$ cat src/rtl/jtag_dtm_tap.sv
// JTAG TAP controller for the RISC-V debug transport module.
// Decodes TMS into the 16-state TAP FSM and holds the IR and the IDCODE,
// DTMCS and BYPASS data registers. The DMI data register lives downstream;
// only its serial in/out is routed here.
module jtag_dtm_tap #(
    parameter int unsigned IrLength    = 5,
    parameter logic [31:0] IdcodeValue = 32'h00000001
) (
    input  logic       tck_i,
    input  logic       trst_ni,
    input  logic       testmode_i,
    input  logic       tms_i,
    input  logic       td_i,
    output logic       td_o,
    output logic       tdo_oe_o,
    output logic       test_logic_reset_o,
    output logic       shift_dr_o,
    output logic       update_dr_o,
    output logic       capture_dr_o,
    output logic       dmi_access_o,
    output logic       dtmcs_select_o,
    output logic       dmi_reset_o,
    input  logic [1:0] dmi_error_i,
    output logic       dmi_tdi_o,
    input  logic       dmi_tdo_i
);

    typedef enum logic [3:0] {
        StTestLogicReset, StRunTestIdle,
        StSelectDrScan, StCaptureDr, StShiftDr, StExit1Dr, StPauseDr, StExit2Dr, StUpdateDr,
        StSelectIrScan, StCaptureIr, StShiftIr, StExit1Ir, StPauseIr, StExit2Ir, StUpdateIr
    } tap_state_e;

    localparam logic [IrLength-1:0] IrIdcode    = 5'h01;
    localparam logic [IrLength-1:0] IrDtmcs     = 5'h10;
    localparam logic [IrLength-1:0] IrDmiAccess = 5'h11;
    localparam logic [IrLength-1:0] IrCapture   = 5'b00101;

    tap_state_e          r_state_q, w_state_d;
    logic [IrLength-1:0] r_ir_shift_q;
    logic [IrLength-1:0] r_ir_q;
    logic [31:0]         r_idcode_q;
    logic [31:0]         r_dtmcs_q;
    logic                r_bypass_q;
    logic                r_td_q, r_oe_q;
    logic                w_td_d, w_oe_d;
    logic                w_idcode_sel, w_bypass_sel;
    logic                w_tdo_clk;

    // TAP state register
    always_ff @(posedge tck_i or negedge trst_ni) begin
        if (!trst_ni) r_state_q <= StTestLogicReset;
        else          r_state_q <= w_state_d;
    end

    // IEEE 1149.1 TMS transition table
    always_comb begin
        w_state_d = r_state_q;
        unique case (r_state_q)
            StTestLogicReset: w_state_d = tms_i ? StTestLogicReset : StRunTestIdle;
            StRunTestIdle:    w_state_d = tms_i ? StSelectDrScan   : StRunTestIdle;
            StSelectDrScan:   w_state_d = tms_i ? StSelectIrScan   : StCaptureDr;
            StCaptureDr:      w_state_d = tms_i ? StExit1Dr        : StShiftDr;
            StShiftDr:        w_state_d = tms_i ? StExit1Dr        : StShiftDr;
            StExit1Dr:        w_state_d = tms_i ? StUpdateDr       : StPauseDr;
            StPauseDr:        w_state_d = tms_i ? StExit2Dr        : StPauseDr;
            StExit2Dr:        w_state_d = tms_i ? StUpdateDr       : StShiftDr;
            StUpdateDr:       w_state_d = tms_i ? StSelectDrScan   : StRunTestIdle;
            StSelectIrScan:   w_state_d = tms_i ? StTestLogicReset : StCaptureIr;
            StCaptureIr:      w_state_d = tms_i ? StExit1Ir        : StShiftIr;
            StShiftIr:        w_state_d = tms_i ? StExit1Ir        : StShiftIr;
            StExit1Ir:        w_state_d = tms_i ? StUpdateIr       : StPauseIr;
            StPauseIr:        w_state_d = tms_i ? StExit2Ir        : StPauseIr;
            StExit2Ir:        w_state_d = tms_i ? StUpdateIr       : StShiftIr;
            StUpdateIr:       w_state_d = tms_i ? StSelectDrScan   : StRunTestIdle;
            default:          w_state_d = StTestLogicReset;
        endcase
    end

    // IR shift register: capture fixed pattern, shift right with TDI into MSB
    always_ff @(posedge tck_i or negedge trst_ni) begin
        if (!trst_ni) begin
            r_ir_shift_q <= '0;
        end else if (r_state_q == StCaptureIr) begin
            r_ir_shift_q <= IrCapture;
        end else if (r_state_q == StShiftIr) begin
            r_ir_shift_q <= {td_i, r_ir_shift_q[IrLength-1:1]};
        end
    end

    // Instruction register; reloaded with IDCODE whenever TestLogicReset is entered
    always_ff @(posedge tck_i or negedge trst_ni) begin
        if (!trst_ni) begin
            r_ir_q <= IrIdcode;
        end else if (w_state_d == StTestLogicReset) begin
            r_ir_q <= IrIdcode;
        end else if (r_state_q == StUpdateIr) begin
            r_ir_q <= r_ir_shift_q;
        end
    end

    // Instruction decode; every unlisted code (including 5'h1F and 5'h00) is BYPASS
    always_comb begin
        w_idcode_sel   = (r_ir_q == IrIdcode);
        dtmcs_select_o = (r_ir_q == IrDtmcs);
        dmi_access_o   = (r_ir_q == IrDmiAccess);
        w_bypass_sel   = !(w_idcode_sel || dtmcs_select_o || dmi_access_o);
    end

    // Data registers: capture/shift only when selected, hold in Pause/Exit
    always_ff @(posedge tck_i or negedge trst_ni) begin
        if (!trst_ni) begin
            r_idcode_q <= IdcodeValue;
            r_dtmcs_q  <= '0;
            r_bypass_q <= 1'b0;
        end else if (r_state_q == StCaptureDr) begin
            if (w_idcode_sel)   r_idcode_q <= IdcodeValue;
            if (dtmcs_select_o) r_dtmcs_q  <= {14'b0, 1'b0, 1'b0, 1'b0, 3'd1, dmi_error_i,
                                               6'd7, 4'd1};
            if (w_bypass_sel)   r_bypass_q <= 1'b0;
        end else if (r_state_q == StShiftDr) begin
            if (w_idcode_sel)   r_idcode_q <= {td_i, r_idcode_q[31:1]};
            if (dtmcs_select_o) r_dtmcs_q  <= {td_i, r_dtmcs_q[31:1]};
            if (w_bypass_sel)   r_bypass_q <= td_i;
        end
    end

    // State strobes and dmireset pulse
    always_comb begin
        test_logic_reset_o = (r_state_q == StTestLogicReset);
        capture_dr_o       = (r_state_q == StCaptureDr);
        shift_dr_o         = (r_state_q == StShiftDr);
        update_dr_o        = (r_state_q == StUpdateDr);
        dmi_reset_o        = dtmcs_select_o & update_dr_o & r_dtmcs_q[16];
        dmi_tdi_o          = td_i;
    end

    // TDO source select; td_o holds its previous value outside the shift states
    always_comb begin
        w_td_d = r_td_q;
        w_oe_d = 1'b0;
        if (r_state_q == StShiftIr) begin
            w_td_d = r_ir_shift_q[0];
            w_oe_d = 1'b1;
        end else if (r_state_q == StShiftDr) begin
            w_oe_d = 1'b1;
            if (w_idcode_sel)        w_td_d = r_idcode_q[0];
            else if (dtmcs_select_o) w_td_d = r_dtmcs_q[0];
            else if (dmi_access_o)   w_td_d = dmi_tdo_i;
            else                     w_td_d = r_bypass_q;
        end
    end

    // In scan mode the TDO flop must see the true clock, not its inversion
    assign w_tdo_clk = testmode_i ? tck_i : ~tck_i;

    // TDO output flops, launched on the falling edge of tck
    always_ff @(posedge w_tdo_clk or negedge trst_ni) begin
        if (!trst_ni) begin
            r_td_q <= 1'b0;
            r_oe_q <= 1'b0;
        end else begin
            r_td_q <= w_td_d;
            r_oe_q <= w_oe_d;
        end
    end

    assign td_o     = r_td_q;
    assign tdo_oe_o = r_oe_q;

endmodule
$ cat config.mk
export PLATFORM = sky130hd
export DESIGN_NAME = jtag_dtm_tap
export DESIGN_NICKNAME = d
export VERILOG_FILES = /design/src/rtl/jtag_dtm_tap.sv
export SDC_FILE = /design/constraint.sdc
export NUM_CORES = 1
export LEC_CHECK = 0
export BUFFER_PORTS_ARGS = -buffer_cell sky130_fd_sc_hd__buf_2
export CORE_UTILIZATION = 35
export CTS_CLUSTER_DIAMETER = 30
export DETAILED_ROUTE_END_ITERATION = 16
export GPL_ROUTABILITY_DRIVEN = 0
export PLACE_DENSITY_LB_ADDON = 0.15
export RECOVER_POWER = 25
export SYNTH_ARGS = -nofsm -noshare
export SYNTH_HDL_FRONTEND = slang
export SYNTH_SLANG_ARGS = --single-unit
$ cat constraint.sdc
create_clock -name tck_i -period 1.52 [get_ports tck_i]
set_clock_uncertainty 0.05 [all_clocks]
set_input_delay 0.38 -clock tck_i [delete_from_list [all_inputs] [get_ports tck_i]]
set_output_delay 0.38 -clock tck_i [all_outputs]
set_load 0.005 [all_outputs]
# Yosys cells after proc, flatten, opt, wreduce, memory -nomap -nowiden
# Cells that the tools add are included.
# W data, S select, Z words.
[totals]
ff_bits = 81
inputBits = 8
word_cells = 81
[op_classes]
n_eq_ne = 18
muxes = 37
bitwise_logic = 4
n_reduce_logical = 14
[op_table]
columns = ["operator", "count"]
rows = [
  ["$mux W32", 8],
  ["$pmux W4 S12", 1],
  ["$eq A4 B4 Y1 const B", 8],
  ["$mux W5", 4],
  ["$eq A4 B3 Y1 const B", 4],
  ["$mux W4", 4],
  ["$mux W1", 15],
  ["$eq A5 B5 Y1 const B", 2],
  ["$eq A4 B2 Y1 const B", 2],
  ["$logic_not A4 Y1", 2],
  ["$reduce_bool A2 Y1", 4],
  ["$mux W2", 3],
  ["$mux W3", 2],
  ["$reduce_and A2 Y1", 3],
  ["$eq A5 B1 Y1 const B", 1],
  ["$eq A4 B1 Y1 const B", 1],
  ["$reduce_or A2 Y1", 2],
  ["$reduce_or A3 Y1", 1],
  ["$and A1 B1 Y1", 2],
  ["$logic_or A1 B1 Y1", 2],
  ["$not A1 Y1", 2],
]

# Longest topological paths before layout
# Gate-level depths: netlist of run 1.
[logic_depth]
depth_word = 6
depth_mapped = 8
ltp_nobuf = 5

==> key figures, run 1 <==
Placed design
  – Area after DPL: 0.00402 mm^2
  – DP HPWL: 4690 um
  – Port bufs: 17

Timing
  – Final hold vios: 0
  – Worst-Margin Slew: 0.849 ns
  – WHS: 0.0460 ns
  – RSZ-0062 raised after global routing: yes
  – Rel. slew slack: 43.4%
  – Pins Over Slew Limit: 0
  – Setup Viol. Count Final: 85
  – Fin worst setup slack: -0.846 ns

Critical path
  – CP Max Fanout: 1
  – Endpoint class of the critical path: output pin
  – Worst r2r src: r_ir_q[1]
  – Critical path class: reg -> out
  – CP cell instances: buf_2
  – CP max stage cell: dfrtp_1
  – Worst setup SP type: flip-flop
  – Critical Path Source: tdo_oe_o
  – Crit path DAT: 1.94 ns
  – Delay-heaviest family, CP: flip-flops
  – WP data required: 1.09 ns
  – Worst path max stage delay: 0.37 ns
  – Worst Path Buf+Inv: 1

GRT
  – Vias in the first global route: 2813
  – Global-route wire length before repair: 14800 um
  – Largest net degree at the start of global routing: 65
  – GRT Total Usage: 19.2%
  – Initial antenna violation count: 0
  – Total grt overflow: 0

Routing
  – DR vias/cell: 5.09
  – Final WL: 9040 um
  – DRT Pass-1 Iters: 4
  – Wirelength per Cell: 17.0 um
  – DR iter-0 viols: 95
  – Post-route ant nets: 0
  – Via count of the routed design: 2701
  – # DRC: 0

Floorplanning
  – Die H: 103 um
  – # IOs: 18
  – Die W: 103 um
  – Die area: 0.0106 mm^2
  – CORE AREA: 0.00982 mm^2
  – Initial Utilization: 36.4%
  – Cell Rows: 36

Layout
  – Ant diodes: 0
  – Post-layout nets: 401
  – Most frequent cells in the layout: dfrtp_1 (74), a22o_1 (47), buf_4 (39)
  – Multi-input gate area: 0.00167 mm^2
  – Sequential cell area: 0.00204 mm^2
  – Share of cells above drive strength 1: 51.8%
  – Synth-to-Final Area Change: 48.1%
  – Cell area after layout: 0.00529 mm^2
  – Filler cells: 864
  – Most common cell after layout, fill and taps aside: dfrtp_1

Synthesis
  – Synth area leaders: dfrtp_1 (55%), a22o_1 (12%), buf_6 (3.5%), nand2_1 (3.4%), o21ai_0 (2.4%)
  – Post-synth ARST share: 100%
  – Yosys reg bits: 81
  – Leading area contributor after synthesis: dfrtp_1
  – Share of Yosys cell area claimed by the top area cell type: 55.3%
  – Yosys warning total: 0
  – Register area share after synthesis: 56.8%
  – Mapped cell area: 0.00357 mm^2
  – Syn Area/Cell: 12.2 um^2
  – Net count after synthesis: 301
  – Post-synth EDFFs: 0
  – Synth unique cells: 56
  – Synth Instances: 293
  – Post-synth top flop: dfrtp_1

Power
  – Power Dens Cells: 1840 mW/mm^2
  – Leakage Power: 0.00250 uW
  – VDD IR-drop max: 0.000971 V

Min path
  – Worst hold start: dmi_error_i[1]
  – Hold Path Class: in -> reg

Outcome
  – Failing checks: negative setup slack
  – Outcome: finished with violations

Clock network
  – Clock Pin Slew Worst Setup and Hold Paths: 0.08 ns
  – Worst-Skew Late Latency: 0.67 ns
  – CTS tree: built

Flow run
  – Max_cap viols: 0
## report_power, final
part,switching [uW],total [uW],internal [uW]
logic,2210,4850,2630
registers,302,2820,2520
clock network,865,2050,1190
total,3380,9720,6340
## sequential cells by signal, indices dropped and copies added, names as in the netlist
register and flops:
r_idcode_q 32, r_dtmcs_q 32, tdo_oe_o 1, td_o 1, r_bypass_q 1, r_ir_q 5, r_ir_shift_q 5, r_state_q 4
## per-stage QoR
step	utilization, %	setup TNS (ns)	total power (uW)	cells	setup slack, ns
after global placement	40.9	-17.22	5670	459	-0.594
after floorplan	-	-3.38	4820	293	-0.725
after detailed placement	40.9	-18.67	5690	459	-0.656
after global routing	53.9	-41.86	10300	531	-0.890
final	53.9	-34.86	9720	531	-0.846
after CTS	53.3	-32.30	9650	527	-0.886
## final cells by class
class,instances,share of cell area (%)
Clock buffer,21,5.27
Clock inverter,2,0.236
Inverter,12,1.09
Multi-Input combinational cell,178,31.5
Sequential cell,81,38.5
Tap cell,133,3.14
Timing Repair Buffer,104,20.3
## per-layer routing
| layer | vias to the layer above | track usage, % | share of wire, % | wire [um] |
|---|---|---|---|---|
| li1 | 1283 | - | - | - |
| met2 | 40 | 30.0 | 49 | 4390 |
| met4 | 0 | 9.21 | 2.1 | 192 |
| met3 | 15 | 5.29 | 2.6 | 231 |
| met5 | - | 0 | 0 | 0 |
| met1 | 1363 | 24.7 | 47 | 4230 |
## worst paths after layout
kind	cells past startpoint	to	slack, ns
setup / recovery	1	tdo_oe_o	-0.85
hold / removal	3	r_dtmcs_q[11]	0.05
setup reg to reg	6	td_o	-0.63
hold reg to reg	1	r_dtmcs_q[5]	0.43
max in group asynchronous	3	r_ir_q[4]	0.19
min in group asynchronous	2	tdo_oe_o	0.10
## what timing repair did
action | in CTS | in global routing
endpoints found under the setup margin | 83 | 90
gates resized for setup | 101 | 42
pin swaps | 24 | 26
hold buffers | 1 | 0
gates cloned | 13 | 0
setup buffers | 33 | 14
endpoints found under the hold margin | 80 | 0
## synth_stat cells (3+ instances only)
library cell	instances
a21oi_1	3
a22o_1	47
a41oi_1	4
and2_1	3
and3_1	4
buf_2	6
buf_4	6
buf_6	11
dfrtp_1	79
inv_1	11
mux2i_1	7
nand2_1	32
nor2_1	4
nor2b_1	5
nor3_1	3
o21ai_0	17
o22a_1	4
or3_4	3
## kinds of logic (layout without fill, tap and decap cells)
family	after synthesis	count (layout)	share of synthesized area [%]
mux	7	7	1.96
xor+xnor	2	2	0.490
simple gates	72	74	12.3
compound gates	95	95	21.6
flops	81	81	56.8
buf+inv	36	139	6.93
(Power assumes the default switching activity.)
==> run 2: changes to the inputs <==
Settings changed: MAX_ROUTING_LAYER set to met4.
==> key figures, run 2 (synthesized netlist as in run 1, its figures left out) <==
Critical path
  – Worst path max stage delay: 0.38 ns
  – CP cell instances: buf_2
  – WP data required: 1.09 ns
  – Worst r2r src: r_ir_q[1]
  – CP max stage cell: dfrtp_1
  – FF-to-FF setup slack: -0.63 ns
  – Crit path DAT: 1.94 ns
  – Worst setup SP type: flip-flop
  – Critical path class: reg -> out
  – Reg2Reg Depth: 6
  – Endpoint class of the critical path: output pin
  – CP Max Fanout: 1
  – Worst Path Buf+Inv: 1
  – Delay-heaviest family, CP: flip-flops
  – R2R Path End: td_o

Layout
  – Leading registers by flop count: r_dtmcs_q: 32 flops, r_idcode_q: 32 flops
  – Most common cell after layout, fill and taps aside: dfrtp_1
  – Non-Filler Instances: 531
  – Final Util: 53.9%
  – Synth-to-Final Area Change: 48.1%
  – Share of cells above drive strength 1: 51.8%
  – Ant diodes: 0
  – Most frequent cells in the layout: dfrtp_1 (74), a22o_1 (47), buf_4 (39)
  – Post-layout nets: 401

Placed design
  – Place WS: -0.656 ns
  – Port bufs: 17
  – Placed cell count: 459
  – DP HPWL: 4690 um

GRT
  – Initial antenna violation count: 0
  – GRT Total Usage: 19.9%
  – Vias in the first global route: 2815
  – Global-route wire length before repair: 14800 um
  – Largest net degree at the start of global routing: 65
  – Total grt overflow: 0

Min path
  – Hold Path End: r_dtmcs_q[11]
  – Hold Path Class: in -> reg
  – WHS Path Cells: 3
  – Worst hold start: dmi_error_i[1]

Timing
  – Setup Viol. Count Final: 85
  – Final hold vios: 0
  – Rel. slew slack: 44.0%
  – WHS: 0.0415 ns
  – Setup total negative slack: -34.97 ns
  – Worst-Margin Slew: 0.841 ns
  – Pins Over Slew Limit: 0
  – Fin worst setup slack: -0.848 ns
  – RSZ-0062 raised after global routing: yes

Floorplanning
  – Die area: 0.0106 mm^2
  – Die W: 103 um
  – Cell Rows: 36
  – Initial Utilization: 36.4%
  – # IOs: 18
  – Die H: 103 um
  – CORE AREA: 0.00982 mm^2

Routing
  – DR WL met2: 4410 um
  – Final WL: 9050 um
  – Met3 routed WL: 280 um
  – Max Used Layer: met4
  – Post-route ant nets: 0
  – Met1 Routed Length: 4200 um
  – Via count of the routed design: 2708
  – DRT Pass-1 Iters: 4
  – DR vias/cell: 5.10
  – # DRC: 0
  – DR iter-0 viols: 98
  – Wirelength per Cell: 17.0 um

Outcome
  – Outcome: finished with violations
  – Failing checks: negative setup slack

Clock network
  – Worst-Skew Late Latency: 0.67 ns
  – Clock Pin Slew Worst Setup and Hold Paths: 0.08 ns
  – CTS tree: built

Power
  – Leakage Power: 0.00250 uW
  – Power Dens Cells: 1840 mW/mm^2
  – VDD IR-drop max: 0.000969 V

Flow run
  – Max_cap viols: 0
run 2: cell types whose count changed in the layout (fill, tap and decap cells not counted):
cell | before | now
o21ai_1 | 2 | 3
o21ai_0 | 7 | 6
run 2: how the worst max path moves through the flow:
stage	startpoint	end	slack, ns	cells after the start
final	tdo_oe_o	tdo_oe_o	-0.85	1
after global routing	tdo_oe_o	tdo_oe_o	-0.89	1
after CTS	tdo_oe_o	tdo_oe_o	-0.89	1
after detailed placement	r_ir_q[1]	td_o	-0.66	4
after global placement	r_ir_q[1]	td_o	-0.59	4
after floorplan	r_state_q[3]	td_o	-0.73	6
run 2: final cells by class:
class	count	area, um^2
Clock inverter	2	12.5
Multi-Input combinational cell	178	1670
Fill cell	864	4530
Sequential cell	81	2040
Tap cell	133	166
Timing Repair Buffer	104	1080
Inverter	12	57.6
Clock buffer	21	279
run 2: power by group:
group	internal (uW)	switching [uW]	leakage, uW
sequential	2520	303	0.00109
combinational	2630	2220	0.00126
clock	1190	865	0.000151
run 2: layer usage:
| layer | global-route usage [%] | up-vias |
|---|---|---|
| met4 | 8.56 | 0 |
| met2 | 29.8 | 47 |
| met3 | 5.97 | 10 |
| met1 | 25.0 | 1367 |
| met5 | - | - |
| li1 | - | 1284 |
run 2: metrics by stage:
step	power (uW)	instance area [um^2]
after global routing	10300	5290
after CTS	9650	5230
after global placement	5670	4020
after floorplan	4820	3650
final	9730	5290
after detailed placement	5690	4020
run 2: what timing repair did:
item,in CTS,in global routing
endpoints found under the hold margin,80,0
endpoints found under the setup margin,83,90
gates cloned,13,0
setup buffers,33,14
pin swaps,24,27
resized for setup,101,44
hold buffers,1,0
==> run 3: changes to the inputs <==
Settings changed: CORE_ASPECT_RATIO set to 0.75.
==> key figures, run 3 (synthesized netlist as in run 1, its figures left out) <==
Routing
  – DRT Pass-1 Iters: 4
  – Via count of the routed design: 2664
  – # DRC: 0
  – DR iter-0 viols: 154
  – Wirelength per Cell: 16.4 um
  – DR vias/cell: 5.05
  – Final WL: 8660 um
  – Post-route ant nets: 0

Flow run
  – Max_cap viols: 0

Critical path
  – Reg2Reg Depth: 5
  – FF-to-FF setup slack: -0.60 ns
  – R2R Path End: td_o
  – WP data required: 1.09 ns
  – Worst setup SP type: flip-flop
  – Levels on crit path: 1
  – Worst path max stage delay: 0.40 ns
  – Worst Path Buf+Inv: 1
  – Crit path DAT: 2.05 ns
  – Delay-heaviest family, CP: flip-flops
  – Critical Path Source: td_o
  – Crit path to: td_o
  – CP max stage cell: dfrtp_1
  – Worst r2r src: r_state_q[3]
  – CP Max Fanout: 3
  – Endpoint class of the critical path: output pin
  – Critical path class: reg -> out
  – CP cell instances: buf_2

Layout
  – Most common cell after layout, fill and taps aside: dfrtp_1
  – Multi-input gate area: 0.00154 mm^2
  – Leading registers by flop count: r_dtmcs_q: 32 flops, r_idcode_q: 32 flops
  – Synth-to-Final Area Change: 50.6%
  – Most frequent cells in the layout: dfrtp_1 (73), a22o_1 (47), buf_4 (38)
  – Final Util: 55.1%
  – Filler cells: 839
  – Ant diodes: 0
  – Post-layout nets: 399
  – Sequential cell area: 0.00204 mm^2
  – Share of cells above drive strength 1: 48.2%

Timing
  – Final hold vios: 0
  – RSZ-0062 raised after global routing: yes
  – WHS: 0.0403 ns
  – Setup total negative slack: -32.16 ns
  – Pins Over Slew Limit: 0
  – Worst-Margin Slew: 0.809 ns
  – Rel. slew slack: 46.1%
  – Setup Viol. Count Final: 84
  – Fin worst setup slack: -0.960 ns

Floorplanning
  – Cell Rows: 31
  – Die area: 0.0106 mm^2
  – Die H: 89.5 um
  – Initial Utilization: 36.6%
  – Die W: 119 um
  – # IOs: 18
  – CORE AREA: 0.00977 mm^2

Placed design
  – DP HPWL: 4790 um
  – Port bufs: 17

GRT
  – Global-route wire length before repair: 13700 um
  – Initial antenna violation count: 0
  – Total grt overflow: 0
  – Largest net degree at the start of global routing: 60
  – GRT Total Usage: 18.5%
  – Vias in the first global route: 2626

Clock network
  – CTS tree: built
  – Worst-Skew Late Latency: 0.75 ns
  – Clock Pin Slew Worst Setup and Hold Paths: 0.03 ns

Power
  – Clock share of power: 29.6%
  – VDD IR-drop max: 0.000988 V
  – Int Power: 7440 uW
  – Register share of total power: 26.2%
  – Combinational share of power: 44.2%
  – Psw: 3400 uW
  – Leakage Power: 0.00254 uW
  – Power Dens Cells: 2010 mW/mm^2
  – Switching portion of total power: 31.3%

Outcome
  – Outcome: finished with violations
  – Failing checks: negative setup slack

Min path
  – Hold Path Class: in -> async
[run 3: cell count changes in the layout (fill, tap and decap cells not counted), sizes merged]
cell      change
clkinv        +1
buf           +1
bufinv        +2
clkbuf        -3
and3          -2
clkinvlp      -1
[run 3: layer usage]
layer | vias to the layer above | wire (um) | track usage, %
met5 | - | 0 | -
met2 | 56 | 3820 | 24.8
met1 | 1319 | 4300 | 24.0
met3 | 14 | 395 | 7.33
li1 | 1275 | - | -
met4 | 0 | 149 | 9.44
[run 3: power groups by stage]
| stage | sequential, uW | combinational, uW | clock [uW] |
|---|---|---|---|
| CTS | 2810 | 4480 | 3290 |
| detailed placement | 2840 | 2870 | 27.5 |
| global route | 2870 | 5140 | 3390 |
| floorplan | 2740 | 2050 | 27.6 |
| finish | 2840 | 4790 | 3200 |
| global placement | 2830 | 2850 | 27.5 |
[run 3: final cells by class]
type	count	area share, %
Clock buffer	19	7.65
Clock inverter	4	1.30
Inverter	12	0.883
Tap cell	132	3.07
Multi-Input combinational cell	176	28.7
Timing Repair Buffer	104	20.6
Sequential cell	81	37.8
[run 3: stage by stage]
| stage | power [uW] | std cells | worst slack (ns) | cell area, um^2 |
|---|---|---|---|---|
| after detailed placement | 5740 | 460 | -0.652 | 4030 |
| after global placement | 5700 | 460 | -0.625 | 4030 |
| after CTS | 10600 | 521 | -0.967 | 5310 |
| after floorplan | 4820 | 293 | -0.725 | 3650 |
| final | 10800 | 528 | -0.960 | 5380 |
| after global routing | 11400 | 528 | -1.02 | 5380 |
[run 3: what timing repair did]
| action | CTS | global route |
|---|---|---|
| pin swaps | 31 | 34 |
| resized for setup | 82 | 38 |
| buffers inserted | 30 | 17 |
| hold endpoints to repair | 79 | 0 |
| setup endpoints to repair | 84 | 89 |
| gates cloned | 9 | 0 |
| hold buffers | 1 | 0 |
[run 3: worst min path at each step]
stage	endpoint	slack, ns	cells past startpoint	start
finish	tdo_oe_o	0.04	2	trst_ni
global route	tdo_oe_o	0.04	2	trst_ni
CTS	tdo_oe_o	0.02	2	trst_ni
detailed placement	tdo_oe_o	0.14	1	trst_ni
global placement	tdo_oe_o	0.14	1	trst_ni
floorplan	r_bypass_q	0.03	0	trst_ni
